$ cat src/rtl/control_sequencer_if.sv
// Purpose: groups the control sequencer's datapath-facing signals.
//   master : the sequencer; samples IR/Stop and drives every strobe, OP, Run, ill_op, instr_count
//   slave  : the datapath side; drives IR/Stop and observes the rest
// Ports (signals):
//   IR[31:0], Stop                        datapath -> sequencer
//   Rin[15:0], Rout[15:0]                 one-hot register load / bus-drive strobes
//   PCout PCin IncPC MARin MDRin MDRout IRin Yin Read
//   ZLowin ZHighin ZLowout ZHighout HIin LOin   single-bit strobes
//   OP[4:0]                               ALU operation select
//   Run, ill_op, instr_count[CNT_W-1:0]   status
interface control_sequencer_if #(
    parameter int unsigned CNT_W = 16
);
    logic [31:0]      IR;
    logic             Stop;
    logic [15:0]      Rin;
    logic [15:0]      Rout;
    logic             PCout;
    logic             PCin;
    logic             IncPC;
    logic             MARin;
    logic             MDRin;
    logic             MDRout;
    logic             IRin;
    logic             Yin;
    logic             Read;
    logic             ZLowin;
    logic             ZHighin;
    logic             ZLowout;
    logic             ZHighout;
    logic             HIin;
    logic             LOin;
    logic [4:0]       OP;
    logic             Run;
    logic             ill_op;
    logic [CNT_W-1:0] instr_count;

    modport master (
        input  IR, Stop,
        output Rin, Rout, PCout, PCin, IncPC, MARin, MDRin, MDRout, IRin, Yin, Read,
               ZLowin, ZHighin, ZLowout, ZHighout, HIin, LOin, OP, Run, ill_op, instr_count
    );

    modport slave (
        output IR, Stop,
        input  Rin, Rout, PCout, PCin, IncPC, MARin, MDRin, MDRout, IRin, Yin, Read,
               ZLowin, ZHighin, ZLowout, ZHighout, HIin, LOin, OP, Run, ill_op, instr_count
    );
endinterface

$ cat src/rtl/control_sequencer.sv
// Purpose: hardwired control unit for the single-bus datapath. Runs fetch T0-T2, decodes IR
//   and issues execute steps T3-T6 for reg-reg ALU ops, NOP and HALT.
// Ports:
//   Clock  in  system clock, all state changes on posedge
//   Clear  in  synchronous active-high reset; wins over any in-flight instruction
//   bus    control_sequencer_if.master  IR/Stop in; strobes, OP, Run, ill_op, instr_count out
// Strobes are a combinational decode of the registered state and IR so the datapath
// captures them on the following posedge.
module control_sequencer #(
    parameter int unsigned CNT_W = 16
) (
    input  logic                Clock,
    input  logic                Clear,
    control_sequencer_if.master bus
);

    localparam int unsigned OPC_W = 5;
    localparam int unsigned REG_N = 16;
    localparam int unsigned SEL_W = 4;

    localparam logic [OPC_W-1:0] OPC_ADD  = 5'b00011;
    localparam logic [OPC_W-1:0] OPC_SUB  = 5'b00100;
    localparam logic [OPC_W-1:0] OPC_AND  = 5'b00101;
    localparam logic [OPC_W-1:0] OPC_OR   = 5'b00110;
    localparam logic [OPC_W-1:0] OPC_MUL  = 5'b01111;
    localparam logic [OPC_W-1:0] OPC_DIV  = 5'b10000;
    localparam logic [OPC_W-1:0] OPC_NEG  = 5'b10001;
    localparam logic [OPC_W-1:0] OPC_NOT  = 5'b10010;
    localparam logic [OPC_W-1:0] OPC_NOP  = 5'b11010;
    localparam logic [OPC_W-1:0] OPC_HALT = 5'b11011;

    typedef enum logic [3:0] {
        S_IDLE,
        S_T0,
        S_T1,
        S_T2,
        S_T3,
        S_T4,
        S_T5,
        S_T6,
        S_HALT
    } state_t;

    typedef enum logic [2:0] {
        C_ILL,
        C_ALU2,
        C_MULDIV,
        C_UNARY,
        C_NOP,
        C_HALT
    } cls_t;

    state_t            state;
    state_t            state_next;
    cls_t              cls;
    logic [OPC_W-1:0]  opc;
    logic [OPC_W-1:0]  alu_op;
    logic [SEL_W-1:0]  ra;
    logic [SEL_W-1:0]  rb;
    logic [SEL_W-1:0]  rc;
    logic              retire;
    logic [CNT_W-1:0]  count;

    logic [REG_N-1:0]  rin;
    logic [REG_N-1:0]  rout;
    logic              pc_out;
    logic              pc_in;
    logic              inc_pc;
    logic              mar_in;
    logic              mdr_in;
    logic              mdr_out;
    logic              ir_in;
    logic              y_in;
    logic              read;
    logic              zlow_in;
    logic              zhigh_in;
    logic              zlow_out;
    logic              zhigh_out;
    logic              hi_in;
    logic              lo_in;
    logic [OPC_W-1:0]  op;
    logic              run;
    logic              ill;

    assign opc = bus.IR[31:27];
    assign ra  = bus.IR[26:23];
    assign rb  = bus.IR[22:19];
    assign rc  = bus.IR[18:15];

    // Instruction class and ALU select from the opcode field
    always_comb begin
        cls    = C_ILL;
        alu_op = '0;
        case (opc)
            OPC_ADD:  begin cls = C_ALU2;   alu_op = 5'b00000; end
            OPC_SUB:  begin cls = C_ALU2;   alu_op = 5'b00001; end
            OPC_AND:  begin cls = C_ALU2;   alu_op = 5'b00010; end
            OPC_OR:   begin cls = C_ALU2;   alu_op = 5'b00101; end
            OPC_MUL:  begin cls = C_MULDIV; alu_op = 5'b00110; end
            OPC_DIV:  begin cls = C_MULDIV; alu_op = 5'b00111; end
            OPC_NEG:  begin cls = C_UNARY;  alu_op = 5'b00011; end
            OPC_NOT:  begin cls = C_UNARY;  alu_op = 5'b00100; end
            OPC_NOP:  cls = C_NOP;
            OPC_HALT: cls = C_HALT;
            default:  cls = C_ILL;
        endcase
    end

    // State register
    always_ff @(posedge Clock) begin
        if (Clear) begin
            state <= S_IDLE;
        end else begin
            state <= state_next;
        end
    end

    // Retired-instruction counter, wraps naturally
    always_ff @(posedge Clock) begin
        if (Clear) begin
            count <= '0;
        end else if (retire) begin
            count <= count + CNT_W'(1);
        end
    end

    // Next-state and strobe decode; Clear suppresses everything so nothing in flight completes
    always_comb begin
        state_next = state;
        retire     = 1'b0;
        rin        = '0;
        rout       = '0;
        pc_out     = 1'b0;
        pc_in      = 1'b0;
        inc_pc     = 1'b0;
        mar_in     = 1'b0;
        mdr_in     = 1'b0;
        mdr_out    = 1'b0;
        ir_in      = 1'b0;
        y_in       = 1'b0;
        read       = 1'b0;
        zlow_in    = 1'b0;
        zhigh_in   = 1'b0;
        zlow_out   = 1'b0;
        zhigh_out  = 1'b0;
        hi_in      = 1'b0;
        lo_in      = 1'b0;
        op         = '0;
        run        = 1'b0;
        ill        = 1'b0;

        if (!Clear) begin
            run = (state != S_IDLE) && (state != S_HALT);
            case (state)
                S_IDLE: state_next = S_T0;
                S_T0: begin
                    // Z <= PC + 1 while PC drives the bus into MAR
                    pc_out     = 1'b1;
                    mar_in     = 1'b1;
                    inc_pc     = 1'b1;
                    zlow_in    = 1'b1;
                    state_next = S_T1;
                end
                S_T1: begin
                    zlow_out   = 1'b1;
                    pc_in      = 1'b1;
                    read       = 1'b1;
                    mdr_in     = 1'b1;
                    state_next = S_T2;
                end
                S_T2: begin
                    mdr_out    = 1'b1;
                    ir_in      = 1'b1;
                    state_next = S_T3;
                end
                S_T3: begin
                    case (cls)
                        C_ALU2, C_MULDIV: begin
                            rout       = REG_N'(1) << rb;
                            y_in       = 1'b1;
                            state_next = S_T4;
                        end
                        C_UNARY: begin
                            rout       = REG_N'(1) << rb;
                            op         = alu_op;
                            zlow_in    = 1'b1;
                            state_next = S_T4;
                        end
                        C_HALT:  state_next = S_HALT;
                        C_NOP:   retire = 1'b1;
                        default: begin
                            ill    = 1'b1;
                            retire = 1'b1;
                        end
                    endcase
                end
                S_T4: begin
                    case (cls)
                        C_ALU2, C_MULDIV: begin
                            rout       = REG_N'(1) << rc;
                            op         = alu_op;
                            zlow_in    = 1'b1;
                            zhigh_in   = (cls == C_MULDIV);
                            state_next = S_T5;
                        end
                        default: begin
                            zlow_out = 1'b1;
                            rin      = REG_N'(1) << ra;
                            retire   = 1'b1;
                        end
                    endcase
                end
                S_T5: begin
                    zlow_out = 1'b1;
                    if (cls == C_MULDIV) begin
                        lo_in      = 1'b1;
                        state_next = S_T6;
                    end else begin
                        rin    = REG_N'(1) << ra;
                        retire = 1'b1;
                    end
                end
                S_T6: begin
                    zhigh_out = 1'b1;
                    hi_in     = 1'b1;
                    retire    = 1'b1;
                end
                S_HALT:  state_next = S_HALT;
                default: state_next = S_IDLE;
            endcase

            // Stop is only honoured at an instruction boundary
            if (retire) begin
                state_next = bus.Stop ? S_HALT : S_T0;
            end
        end
    end

    assign bus.Rin         = rin;
    assign bus.Rout        = rout;
    assign bus.PCout       = pc_out;
    assign bus.PCin        = pc_in;
    assign bus.IncPC       = inc_pc;
    assign bus.MARin       = mar_in;
    assign bus.MDRin       = mdr_in;
    assign bus.MDRout      = mdr_out;
    assign bus.IRin        = ir_in;
    assign bus.Yin         = y_in;
    assign bus.Read        = read;
    assign bus.ZLowin      = zlow_in;
    assign bus.ZHighin     = zhigh_in;
    assign bus.ZLowout     = zlow_out;
    assign bus.ZHighout    = zhigh_out;
    assign bus.HIin        = hi_in;
    assign bus.LOin        = lo_in;
    assign bus.OP          = op;
    assign bus.Run         = run;
    assign bus.ill_op      = ill;
    assign bus.instr_count = count;

endmodule

$ cat src/flat_wrapper.sv
// flat-port wrapper written by rule: the top's interface ports become plain ports
module control_sequencer_flat 
#(
    parameter int unsigned CNT_W = 16
)
  (Clock, Clear, bus_IR, bus_Stop, bus_Rin, bus_Rout, bus_PCout, bus_PCin, bus_IncPC, bus_MARin, bus_MDRin, bus_MDRout, bus_IRin, bus_Yin, bus_Read, bus_ZLowin, bus_ZHighin, bus_ZLowout, bus_ZHighout, bus_HIin, bus_LOin, bus_OP, bus_Run, bus_ill_op, bus_instr_count);
  control_sequencer_if #(.CNT_W(CNT_W)) bus_i ();
  input  logic Clock;
  input  logic Clear;
  input wire logic [$bits(bus_i.IR)-1:0] bus_IR;
  input wire logic [$bits(bus_i.Stop)-1:0] bus_Stop;
  output wire logic [$bits(bus_i.Rin)-1:0] bus_Rin;
  output wire logic [$bits(bus_i.Rout)-1:0] bus_Rout;
  output wire logic [$bits(bus_i.PCout)-1:0] bus_PCout;
  output wire logic [$bits(bus_i.PCin)-1:0] bus_PCin;
  output wire logic [$bits(bus_i.IncPC)-1:0] bus_IncPC;
  output wire logic [$bits(bus_i.MARin)-1:0] bus_MARin;
  output wire logic [$bits(bus_i.MDRin)-1:0] bus_MDRin;
  output wire logic [$bits(bus_i.MDRout)-1:0] bus_MDRout;
  output wire logic [$bits(bus_i.IRin)-1:0] bus_IRin;
  output wire logic [$bits(bus_i.Yin)-1:0] bus_Yin;
  output wire logic [$bits(bus_i.Read)-1:0] bus_Read;
  output wire logic [$bits(bus_i.ZLowin)-1:0] bus_ZLowin;
  output wire logic [$bits(bus_i.ZHighin)-1:0] bus_ZHighin;
  output wire logic [$bits(bus_i.ZLowout)-1:0] bus_ZLowout;
  output wire logic [$bits(bus_i.ZHighout)-1:0] bus_ZHighout;
  output wire logic [$bits(bus_i.HIin)-1:0] bus_HIin;
  output wire logic [$bits(bus_i.LOin)-1:0] bus_LOin;
  output wire logic [$bits(bus_i.OP)-1:0] bus_OP;
  output wire logic [$bits(bus_i.Run)-1:0] bus_Run;
  output wire logic [$bits(bus_i.ill_op)-1:0] bus_ill_op;
  output wire logic [$bits(bus_i.instr_count)-1:0] bus_instr_count;
  assign bus_i.IR = bus_IR;
  assign bus_i.Stop = bus_Stop;
  assign bus_Rin = bus_i.Rin;
  assign bus_Rout = bus_i.Rout;
  assign bus_PCout = bus_i.PCout;
  assign bus_PCin = bus_i.PCin;
  assign bus_IncPC = bus_i.IncPC;
  assign bus_MARin = bus_i.MARin;
  assign bus_MDRin = bus_i.MDRin;
  assign bus_MDRout = bus_i.MDRout;
  assign bus_IRin = bus_i.IRin;
  assign bus_Yin = bus_i.Yin;
  assign bus_Read = bus_i.Read;
  assign bus_ZLowin = bus_i.ZLowin;
  assign bus_ZHighin = bus_i.ZHighin;
  assign bus_ZLowout = bus_i.ZLowout;
  assign bus_ZHighout = bus_i.ZHighout;
  assign bus_HIin = bus_i.HIin;
  assign bus_LOin = bus_i.LOin;
  assign bus_OP = bus_i.OP;
  assign bus_Run = bus_i.Run;
  assign bus_ill_op = bus_i.ill_op;
  assign bus_instr_count = bus_i.instr_count;
  control_sequencer #(.CNT_W(CNT_W)) u_core (.Clock(Clock), .Clear(Clear), .bus(bus_i));
endmodule
$ cat config.mk
export PLATFORM = sky130hd
export DESIGN_NAME = control_sequencer_flat
export DESIGN_NICKNAME = d
export VERILOG_FILES = /design/src/rtl/control_sequencer_if.sv /design/src/rtl/control_sequencer.sv /design/src/flat_wrapper.sv
export SDC_FILE = /design/constraint.sdc
export NUM_CORES = 1
export LEC_CHECK = 0
export ABC_AREA = 1
export BUFFER_PORTS_ARGS = -buffer_cell sky130_fd_sc_hd__buf_2
export CAP_MARGIN = 10
export CORE_MARGIN = 5
export CORE_UTILIZATION = 43
export DETAILED_ROUTE_END_ITERATION = 7
export GPL_ROUTABILITY_DRIVEN = 1
export PLACE_DENSITY = 0.78
export SLEW_MARGIN = 20
export SYNTH_ARGS = -nofsm -noshare
export SYNTH_HDL_FRONTEND = slang
export SYNTH_SLANG_ARGS = --single-unit
$ cat constraint.sdc
create_clock -name Clock -period 1.5 [get_ports Clock]
set_clock_uncertainty 0.2 [all_clocks]
set_input_delay 0.075 -clock Clock [delete_from_list [all_inputs] [get_ports Clock]]
set_output_delay 0.075 -clock Clock [all_outputs]
set_load 0.1 [all_outputs]
==> key figures, run 1 <==
Status
  – Status: aborted with a tool error
  – Fail Step: clock tree synthesis
  – Error Message: [ERROR DPL-0038] Utilization greater than 100%, impossible to legalize

Yosys
  – Synth Instances: ~360
  – Seq/Total Area, Yosys: 18.5%
  – Post-synth ARST share: 0%
  – Largest cells by area after synthesis: dfxtp_1, nand3_1, nand2_1
  – EDFF count, synth: 0
  – Yosys reg bits: 20
  – Syn Std Cell Area: 0.00217 mm2
  – Post-synth top area cell: dfxtp_1
  – Top-area cell type share of the netlist area: 18.5%
  – Syn. warnings: 0
  – Synthesized area per cell: 5.98 um2
  – Top_reg_cell synth: dfxtp_1
  – Distinct cells, synth: 35

Clock network
  – Sinks on Clock Net: 20
  – CTS buffer count: 3
  – Postcts setup bufs: 24
  – # resized after CTS: 93
  – Root buf cell: clkbuf_8
  – Hold_buf cts: 2
  – H-tree Lvls: 1
  – Clock buffer depth: 2

Placement
  – IO Port Bufs: a little under 90
  – DP Worst Slack: -0.468 ns
  – DP HPWL: ~9000 um
  – RD Place Congestion: 0.918

Floorplan
  – Row count: 25
  – Ports: between 100 and 150
  – Chip height: 81.0 um
  – Initial Util: 45.0%
  – Die W: 81.0 um
[synthesized netlist by cell type (2+ instances only)]
library cell,count
nand2_1,57
nor3_1,37
inv_1,40
nand3_2,7
nor2_4,3
nand3_1,46
o21ai_0,3
o21ai_1,2
nand3b_1,2
nand4_1,21
a31oi_1,2
dfxtp_1,20
clkbuf_1,3
xnor2_1,2
nand3_4,2
nand2_2,6
nor2_1,34
nor4_1,5
buf_4,10
buf_2,4
inv_2,7
xor2_1,3
a21oi_1,31
a21oi_2,5
[kinds of logic after synthesis]
group | count (synthesis) | synth area share, %
fa+ha+maj | 1 | 0.577
buf+inv | 67 | 14.4
other cells | 1 | 0.173
xor+xnor | 5 | 2.02
flops | 20 | 18.5
compound gates | 47 | 12.5
simple gates | 222 | 51.8
[stage by stage]
stage | setup TNS (ns) | std cells | utilization (%) | cell area [um2]
floorplan | -32.44 | 364 | - | 2880
global placement | -14.16 | 563 | 93.9 | 4520
detailed placement | -20.83 | 563 | 93.9 | 4520
==> run 2, diff against run 1 <==
CORE_UTILIZATION = 35   (was 43)
PLACE_DENSITY = default   (was 0.78)
PLACE_DENSITY_LB_ADDON = 0.15   (was default)
clock period = 1.95 ns   (was 1.5 ns; I/O delays follow)
==> run 2 against run 1 <==
The flow now finishes, with violations (negative setup slack); synthesized area did not move; synthesized cell count did not move.
==> key figures, run 2 <==
Status
  – Status: finished, violations left
  – Failing checks: negative setup slack

Clock network
  – Clock buffer depth: 2
  – H-tree Lvls: 1
  – Reg clk slew, reported paths: 0.08 ns
  – Skew-Pair Late Insertion Delay: 0.26 ns
  – CTS buffer count: 3
  – Root buf cell: clkbuf_8
  – Sinks on Clock Net: 20
  – CTS tree: built

Yosys
  – Yosys reg bits: 20
  – EDFF count, synth: 0
  – Syn. warnings: 0
  – Largest cells by area after synthesis: dfxtp_1, nand3_1, nand2_1
  – Post-synth top area cell: dfxtp_1
  – Distinct cells, synth: 35
  – Syn Std Cell Area: around 0.0022 mm2
  – Synth Instances: ~360
  – Top-area cell type share of the netlist area: 18.5%
  – Post-synth ARST share: 0%
  – Most common cell in the netlist: nand2_1
  – Synthesized area per cell: 5.98 um2
  – Seq/Total Area, Yosys: between 10% and 20%
  – Top_reg_cell synth: dfxtp_1
  – Synth cell count leaders: nand2_1, nand3_1, inv_1, nor3_1, nor2_1

Power and ir drop
  – Comb power frac: between 60 and 70%
  – Pint: 1.14 mW
  – Total power: 2.42 mW
  – Switching power total: about 1.3 mW
  – Pwr/cell area: 559 mW/mm2
  – Lkg Pwr: 1.67 nW
  – Switch share: between 50 and 60%
  – Clock power frac: between 10% and 20%
  – Sequential share of power: 20.7%
  – VDD IR max: between 0.6 and 0.7 mV

Floorplan
  – Core area: 0.00599 mm2
  – Die W: just under 90 um
  – Ports: 105
  – Chip height: approximately 89 um
  – Die Footprint: 0.00787 mm2
  – Row count: 28
  – Initial Util: a little over a third

Placement
  – RD Place Congestion: 0.900
  – Placement Cell Area: 0.00406 mm2
  – DP HPWL: 6340 um
  – IO Port Bufs: a little under 90

Critical path
  – Worst r2r src: u_core.state[0]
  – R2r endpoint: u_core.bus.instr_count[10]
  – Crit path capture: bus_Rout[11]
  – Worst r2r path cells: 13
  – Critical path class: flop to output pin
  – Crit-path max FO: 8
  – CP Data Arrival Time: 1.88 ns
  – Reg2reg setup slack: 0.16 ns
  – Critical Path RT: approximately 1.7 ns
  – Startpoint Class: flop
  – Setup crit start: u_core.state[2]
  – CP Capture Type: output pin

STA
  – Fin crit share: 111%
  – Fmax: 0.460 GHz
  – Final Max Tran Viols: 0
  – Hold Vio Cnt, Final: 0
  – Final setup fails: 35
  – Setup WS post-layout: -0.223 ns
  – RSZ-0062 raised after global routing: true
  – Min Tclk post-route: 2.17 ns

Global route
  – Vias in the first global route: ~2700
  – Global-route met3 utilization: 4.28%
  – GRT met1 Usage: 26.2%
  – GRT Overall Usage: about a fifth
  – Gr ovfl total: 0
  – First-pass GRT wire length: about 13000 um
  – Antenna violations before repair: 0
  – Met2 GRT Util: 34.0%
  – Largest net degree at the start of global routing: 20
  – Busiest grt layer: met2

Route
  – Drt first pass iters: 4
  – Detail Route Antenna Nets: 0
  – DRT iter0 DRCs: about 230
  – Residual DRC: 0
  – Wirelength per Cell: 14.6 um
  – Via count: 2892
  – Routed WL: 7980 um
  – Via density: 5.31

Layout
  – Most frequent cells in the layout: buf_12, nand2_1, nand3_1
  – Antenna diode count: 0
  – Multi-input logic area: 0.00205 mm2
  – Layout cells sized above 1: 50.9%
  – Design area: about 0.0043 mm2
  – Layout area overhead: 99.8%
  – Fillers: 446
  – Max FFs per register: 16
  – Storage cell area: 444 um2
  – Most common cell after layout, fill and taps aside: buf_12
  – Fin nets: 507

Flow run
  – Max Cap Viol: 0

Hold path
  – Hold Crit Class: input pin to flop
-- run 2: cell counts after synthesis --
Identical to the previous run, type by type.
-- run 2: power by group through the flow --
| stage | combinational [mW] | sequential (mW) | clock [mW] |
|---|---|---|---|
| after floorplan | 1.11 | 0.535 | 0 |
| after global placement | 1.47 | 0.499 | 0 |
| after detailed placement | 1.49 | 0.504 | 0 |
| after CTS | 1.56 | 0.498 | 0.292 |
| after global routing | 1.72 | 0.505 | 0.307 |
| final | 1.64 | 0.502 | 0.283 |
-- run 2: through the flow --
step	std cells	setup TNS [ns]	utilization, %	setup slack [ns]	hold WS [ns]
floorplan	364	-7.45	-	-0.478	0.0403
global placement	529	0	67.8	0.0220	0.176
detailed placement	529	-0.214	67.8	-0.0308	0.179
CTS	541	-5.07	70.4	-0.248	0.0927
global route	545	-8.68	72.3	-0.327	0.113
finish	545	-5.29	72.3	-0.223	0.0987
-- run 2: final cells by class --
class / instances / area share [%]
multi-input cells: 277 / 47.2
repair buffers: 122 / 34.9
flip-flops and latches: 20 / 10.2
inverters: 47 / 4.42
clock buffers: 4 / 1.04
well taps: 75 / 2.17
-- run 2: logic make-up after synthesis --
| logic type | Yosys count | share of synthesized area [%] |
|---|---|---|
| AND/OR/NAND/NOR | 222 | 51.8 |
| buffers and inverters | 67 | 14.4 |
| AO/OA/AOI/OAI | 47 | 12.5 |
| flip-flops | 20 | 18.5 |
| XOR/XNOR | 5 | 2.02 |
| adder cells (fa/ha/maj) | 1 | 0.577 |
| other | 1 | 0.173 |
-- run 2: how the worst min path moves through the flow --
stage	cells after the start	slack, ns	to	from
floorplan	2	0.04	u_core.state[3]	bus_Stop
global placement	3	0.18	u_core.state[3]	bus_Stop
detailed placement	4	0.18	u_core.state[0]	bus_Stop
CTS	3	0.09	u_core.state[3]	bus_IR[27]
global route	3	0.11	u_core.state[3]	bus_IR[27]
finish	3	0.1	u_core.state[3]	bus_IR[27]
-- run 2: metal layers --
metal  wire length [um]  up-vias
li1                   -     1450
met1               3390     1342
met2               4030       94
met3                512        6
met4                 49        0
met5                  0        -
-- run 2: timing repair --
action	4_1_cts	5_1_grt
pin swaps	13	11
buffers inserted	6	4
resized for setup	13	15
endpoints found under the hold margin	4	0
hold buffers	2	0
setup endpoints to repair	38	45
-- run 2: critical path, stage by stage (launching register included) --
cell and delay [ns]:
dfxtp_2 0.34, inv_2 0.05, nor2_4 0.13, nand2_2 0.14
buf_4 0.17, nor2_4 0.21, nand3_1 0.17, a21oi_4 0.21
buf_12 0.19
Power figures use the tool's default switching activity.
==> run 3, diff against run 2 <==
CTS_BUF_LIST = sky130_fd_sc_hd__clkbuf_4   (was default)
==> run 3 against run 2 <==
Fmax shrank 3.2%; die area stayed put; the flow still finishes with violations (negative setup slack); critical path type unchanged; sequential power barely moved; highest routed layer unchanged; sequential share of layout area is essentially flat; largest cell class unchanged.
==> key figures, run 3 (synthesis results as in run 2) <==
Status
  – Status: finished, violations left
  – Failing checks: negative setup slack

Hold path
  – Hold Crit Class: input pin to flop

Power and ir drop
  – VDD IR max: 0.668 mV
  – Switching power total: 1.29 mW
  – Comb power frac: 69.7%
  – Sequential share of power: a little over a fifth
  – Pwr/cell area: approximately 550 mW/mm2
  – Clock power frac: 9.4%
  – Lkg Pwr: 1.70 nW
  – Pint: 1.11 mW
  – Switch share: between 50% and 60%
  – Total power: about 2.4 mW

Layout
  – Layout cells sized above 1: between 50% and 60%
  – Design area: 0.00435 mm2
  – Antenna diode count: 0
  – Most frequent cells in the layout: buf_12, nand2_1, nand3_1
  – Fin nets: 508
  – Layout area overhead: 101%
  – Non-Filler Instances: 546
  – Most common cell after layout, fill and taps aside: buf_12
  – Max FFs per register: 16

Global route
  – GRT Overall Usage: about a fifth
  – First-pass GRT wire length: 13000 um
  – Gr ovfl total: 0
  – Antenna violations before repair: 0
  – Vias in the first global route: 2711
  – Largest net degree at the start of global routing: 20

Route
  – Detail Route Antenna Nets: 0
  – Drt first pass iters: 5
  – Via count: 2908
  – Via density: around 5.3
  – Residual DRC: 0
  – Routed WL: 8220 um
  – DRT iter0 DRCs: 180
  – Wirelength per Cell: 15.0 um

Critical path
  – Crit-path most repeated cell: nand2_4
  – CP Capture Type: output pin
  – Critical Path RT: between 1.5 and 2 ns
  – Crit-path max FO: 5
  – Critical path class: flop to output pin
  – CP Data Arrival Time: 1.95 ns
  – Crit-path slowest cell: dfxtp_4
  – CP Cell Sequence: inv_6, nand2_4, inv_2, nand2_2, nand3b_1, nand2_4, nand4_1, nor2_4, buf_12
  – Startpoint Class: flop
  – Buf/Inv on CP: 3
  – Top delay family on crit path: simple AND/OR/NAND/NOR gates
  – Slowest Stage Delay on Critical Path: roughly 0.39 ns

Clock network
  – CTS buffer count: 3
  – H-tree Lvls: 1
  – Sinks on Clock Net: 20
  – Root buf cell: clkbuf_4
  – CTS tree: built
  – Reg clk slew, reported paths: 0.12 ns
  – Clock buffer depth: 2
  – Skew-Pair Late Insertion Delay: 0.31 ns

Floorplan
  – Row count: 28
  – Ports: 105
  – Initial Util: ~36%
  – Die W: 88.7 um
  – Die Footprint: just under 0.008 mm2
  – Core area: 0.00599 mm2
  – Chip height: 88.7 um

Placement
  – IO Port Bufs: 87
  – Placement Cell Area: 0.00406 mm2
  – RD Place Congestion: 0.900
  – DP HPWL: ~6300 um
  – Placed instance count: approximately 530

STA
  – Fmax: 0.446 GHz
  – Setup WS post-layout: -0.294 ns
  – Min Tclk post-route: 2.24 ns
  – Hold Vio Cnt, Final: 0
  – Final Max Tran Viols: 0
  – Fin crit share: 115%
  – Setup TNS: -7.48 ns
  – Final setup fails: 38
  – RSZ-0062 raised after global routing: true
  – Worst Hold Slack: roughly 0.037 ns

Flow run
  – Max Cap Viol: 0
==> run 3: path summary, 6_finish.rpt <==
path                               from                          to  slack [ns]  cells past startpoint
max                     u_core.state[0]                  bus_Rin[4]       -0.29                      9
min                          bus_IR[27]             u_core.state[3]        0.04                      3
max reg2reg             u_core.state[0]  u_core.bus.instr_count[10]        0.14                     13
min reg2reg  u_core.bus.instr_count[14]  u_core.bus.instr_count[14]        0.29                      2
==> run 3: worst register-to-register path: stages, from the launching register on <==
cell,delay (ns)
dfxtp_4,0.39
inv_6,0.07
nand2_4,0.05
inv_2,0.07
nand2_2,0.05
nand3b_1,0.22
nand2_1,0.09
inv_1,0.06
nand3_4,0.11
buf_12,0.15
nand2_1,0.08
nand2_1,0.07
nand2_1,0.04
nor2_1,0.08
==> run 3: area by class of cell <==
type                    count  area, um2
clock buffers               4       30.0
inverters                  47        191
fillers                   445       1640
multi-input cells         277       2040
repair buffers            123       1560
flip-flops and latches     20        444
well taps                  75       93.8
==> run 3: per-stage QoR <==
| step | util (%) | setup slack, ns |
|---|---|---|
| floorplan | - | -0.478 |
| global placement | 67.8 | 0.0220 |
| detailed placement | 67.8 | -0.0308 |
| CTS | 71.6 | -0.318 |
| global route | 72.7 | -0.414 |
| finish | 72.7 | -0.294 |
==> run 3: what timing repair did <==
action                                  in CTS  in global routing
hold buffers                                 2                  0
pin swaps                                   15                 12
endpoints found under the setup margin      38                 48
endpoints found under the hold margin        4                  0
setup buffers                                7                  2
resized for setup                           18                  9
cloned                                       2                  0
==> run 3: metal layers <==
metal | vias to the layer above | part of all wire (%) | track usage (%)
met4 | 0 | 0.29 | 1.92
met3 | 6 | 6.3 | 4.28
met1 | 1352 | 42 | 26.8
met2 | 94 | 51 | 35.4
li1 | 1456 | - | -
met5 | - | 0 | 0
==> run 3: power by group through the flow <==
| stage | combinational (mW) | sequential (mW) | clock [mW] |
|---|---|---|---|
| after CTS | 1.62 | 0.498 | 0.235 |
| after detailed placement | 1.49 | 0.504 | 0 |
| final | 1.67 | 0.501 | 0.226 |
| after global routing | 1.75 | 0.505 | 0.256 |
| after floorplan | 1.11 | 0.535 | 0 |
| after global placement | 1.47 | 0.499 | 0 |
==> run 4, diff against run 3 <==
CTS_BUF_LIST = sky130_fd_sc_hd__clkbuf_2 sky130_fd_sc_hd__clkbuf_4 sky130_fd_sc_hd__clkbuf_8   (was sky130_fd_sc_hd__clkbuf_4)
SETUP_SLACK_MARGIN = 0.1   (was default)
==> run 4 against run 3 <==
The run still ends with negative setup slack left; first-iteration DRC count shrank 56%; fmax up 2.4%; sequential power is 1% higher; non-clock buffer count up 10; largest cell class unchanged.
==> key figures, run 4 (synthesis results as in run 2) <==
Placement
  – RD Place Congestion: 0.941
  – Placed instance count: around 520
  – DP HPWL: approximately 5900 um
  – IO Port Bufs: 87
  – DP Worst Slack: -0.0253 ns

Route
  – DRT iter0 DRCs: a little under 80
  – Via count: 2900
  – Wirelength per Cell: 14.3 um
  – Routed WL: 7950 um
  – Drt first pass iters: 4
  – Via density: 5.22
  – Residual DRC: 0
  – Detail Route Antenna Nets: 0

Floorplan
  – Chip height: 88.7 um
  – Initial Util: a little over a third
  – Core area: 0.00599 mm2
  – Row count: 28
  – Die Footprint: 0.00787 mm2
  – Ports: ~110
  – Die W: 88.7 um

Clock network
  – Sinks on Clock Net: 20
  – Root buf cell: clkbuf_8
  – H-tree Lvls: 1
  – Reg clk slew, reported paths: approximately 0.07 ns
  – Skew-Pair Late Insertion Delay: 0.26 ns
  – Clock buffer depth: 2
  – CTS tree: built
  – CTS buffer count: 3

Power and ir drop
  – Sequential share of power: 19.8%
  – Clock power frac: approximately an eighth
  – Pint: 1.21 mW
  – Switch share: 52.5%
  – Lkg Pwr: 1.75 nW
  – Switching power total: 1.34 mW
  – Pwr/cell area: 571 mW/mm2
  – Comb power frac: 67.7%
  – VDD IR max: approximately 0.51 mV

STA
  – Hold Vio Cnt, Final: 0
  – Final setup fails: 38
  – RSZ-0062 raised after global routing: true
  – Final Max Tran Viols: 0
  – Setup TNS: -5.29 ns
  – Fmax: 0.456 GHz
  – Setup WS post-layout: -0.242 ns
  – Worst Tran Pin Value: 0.546 ns
  – Fin crit share: 112%
  – Min Tclk post-route: 2.19 ns
  – Worst Hold Slack: just over 0.05 ns
  – Slew Limit Headroom: between 60% and 70%

Status
  – Status: finished, violations left
  – Failing checks: negative setup slack

Global route
  – Gr ovfl total: 0
  – Antenna violations before repair: 0
  – First-pass GRT wire length: 12300 um
  – GRT Overall Usage: between 10% and 20%
  – Largest net degree at the start of global routing: 21
  – Vias in the first global route: 2676

Flow run
  – Max Cap Viol: 0

Hold path
  – Hold Crit Class: input pin to flop
  – Worst hold stages: 3

Critical path
  – Crit-path max FO: 5
  – Critical path class: flop to output pin
  – CP Capture Type: output pin
  – CP Data Arrival Time: between 1.5 and 2 ns
  – Critical Path RT: 1.65 ns
  – Worst r2r path cells: 11
  – Startpoint Class: flop

Layout
  – Most frequent cells in the layout: nand2_1, buf_12, buf_4
  – Max FFs per register: 16
  – Layout cells sized above 1: 56.3%
  – Layout area overhead: 106%
  – Most common cell after layout, fill and taps aside: nand2_1
  – Non-Filler Instances: 556
  – Fin nets: between 500 and 600
  – Antenna diode count: 0
## run 4: final timing paths
kind,from,slack (ns),endpoint
setup / recovery,u_core.state[2],-0.24,bus_Rin[8]
hold / removal,bus_IR[27],0.05,u_core.state[3]
setup reg to reg,u_core.state[2],0.01,u_core.bus.instr_count[13]
hold reg to reg,u_core.bus.instr_count[11],0.28,u_core.bus.instr_count[11]
## run 4: layout make-up
class	count	area, um2
clock buffer	4	55.1
inverter	47	189
sequential	20	447
fill	455	1510
timing repair buffer	133	1560
tap	75	93.8
multi-input combinational	277	2140
## run 4: worst max-delay path, stage by stage (launching register included)
cell	delay (ns)
dfxtp_2	0.35
inv_2	0.06
nor2_4	0.12
nand2_2	0.08
nand3b_1	0.29
nand2_8	0.16
nand4_1	0.18
nor2_2	0.21
buf_12	0.19
## run 4: power groups by stage
| stage | combinational (mW) | clock (mW) | sequential (mW) |
|---|---|---|---|
| 3_3_place_gp | 1.33 | 0 | 0.498 |
| 3_5_place_dp | 1.35 | 0 | 0.500 |
| 5_1_grt | 1.83 | 0.342 | 0.513 |
| 6_report | 1.73 | 0.318 | 0.506 |
| 4_1_cts | 1.47 | 0.324 | 0.494 |
| 2_1_floorplan | 1.08 | 0 | 0.539 |
## run 4: metrics by stage
step / power, mW / utilization [%] / area (um2)
3_3_place_gp: 1.83 / 64.3 / 3850
6_report: 2.55 / 74.7 / 4480
2_1_floorplan: 1.62 / - / 2760
3_5_place_dp: 1.85 / 64.3 / 3850
5_1_grt: 2.69 / 74.7 / 4480
4_1_cts: 2.29 / 69.0 / 4140
## run 4: what timing repair did
action	in CTS	in global routing
gates resized for setup	37	40
gates cloned	0	2
pin swaps	20	16
endpoints found under the hold margin	2	0
hold buffers	1	0
setup endpoints to repair	54	57
setup buffers	10	16
## run 4: layer usage
layer	GRT usage [%]	wire length (um)	up-vias
li1	-	-	1466
met1	23.6	3240	1349
met2	35.5	4290	77
met3	1.58	365	8
met4	3.85	55	0
met5	0	0	-
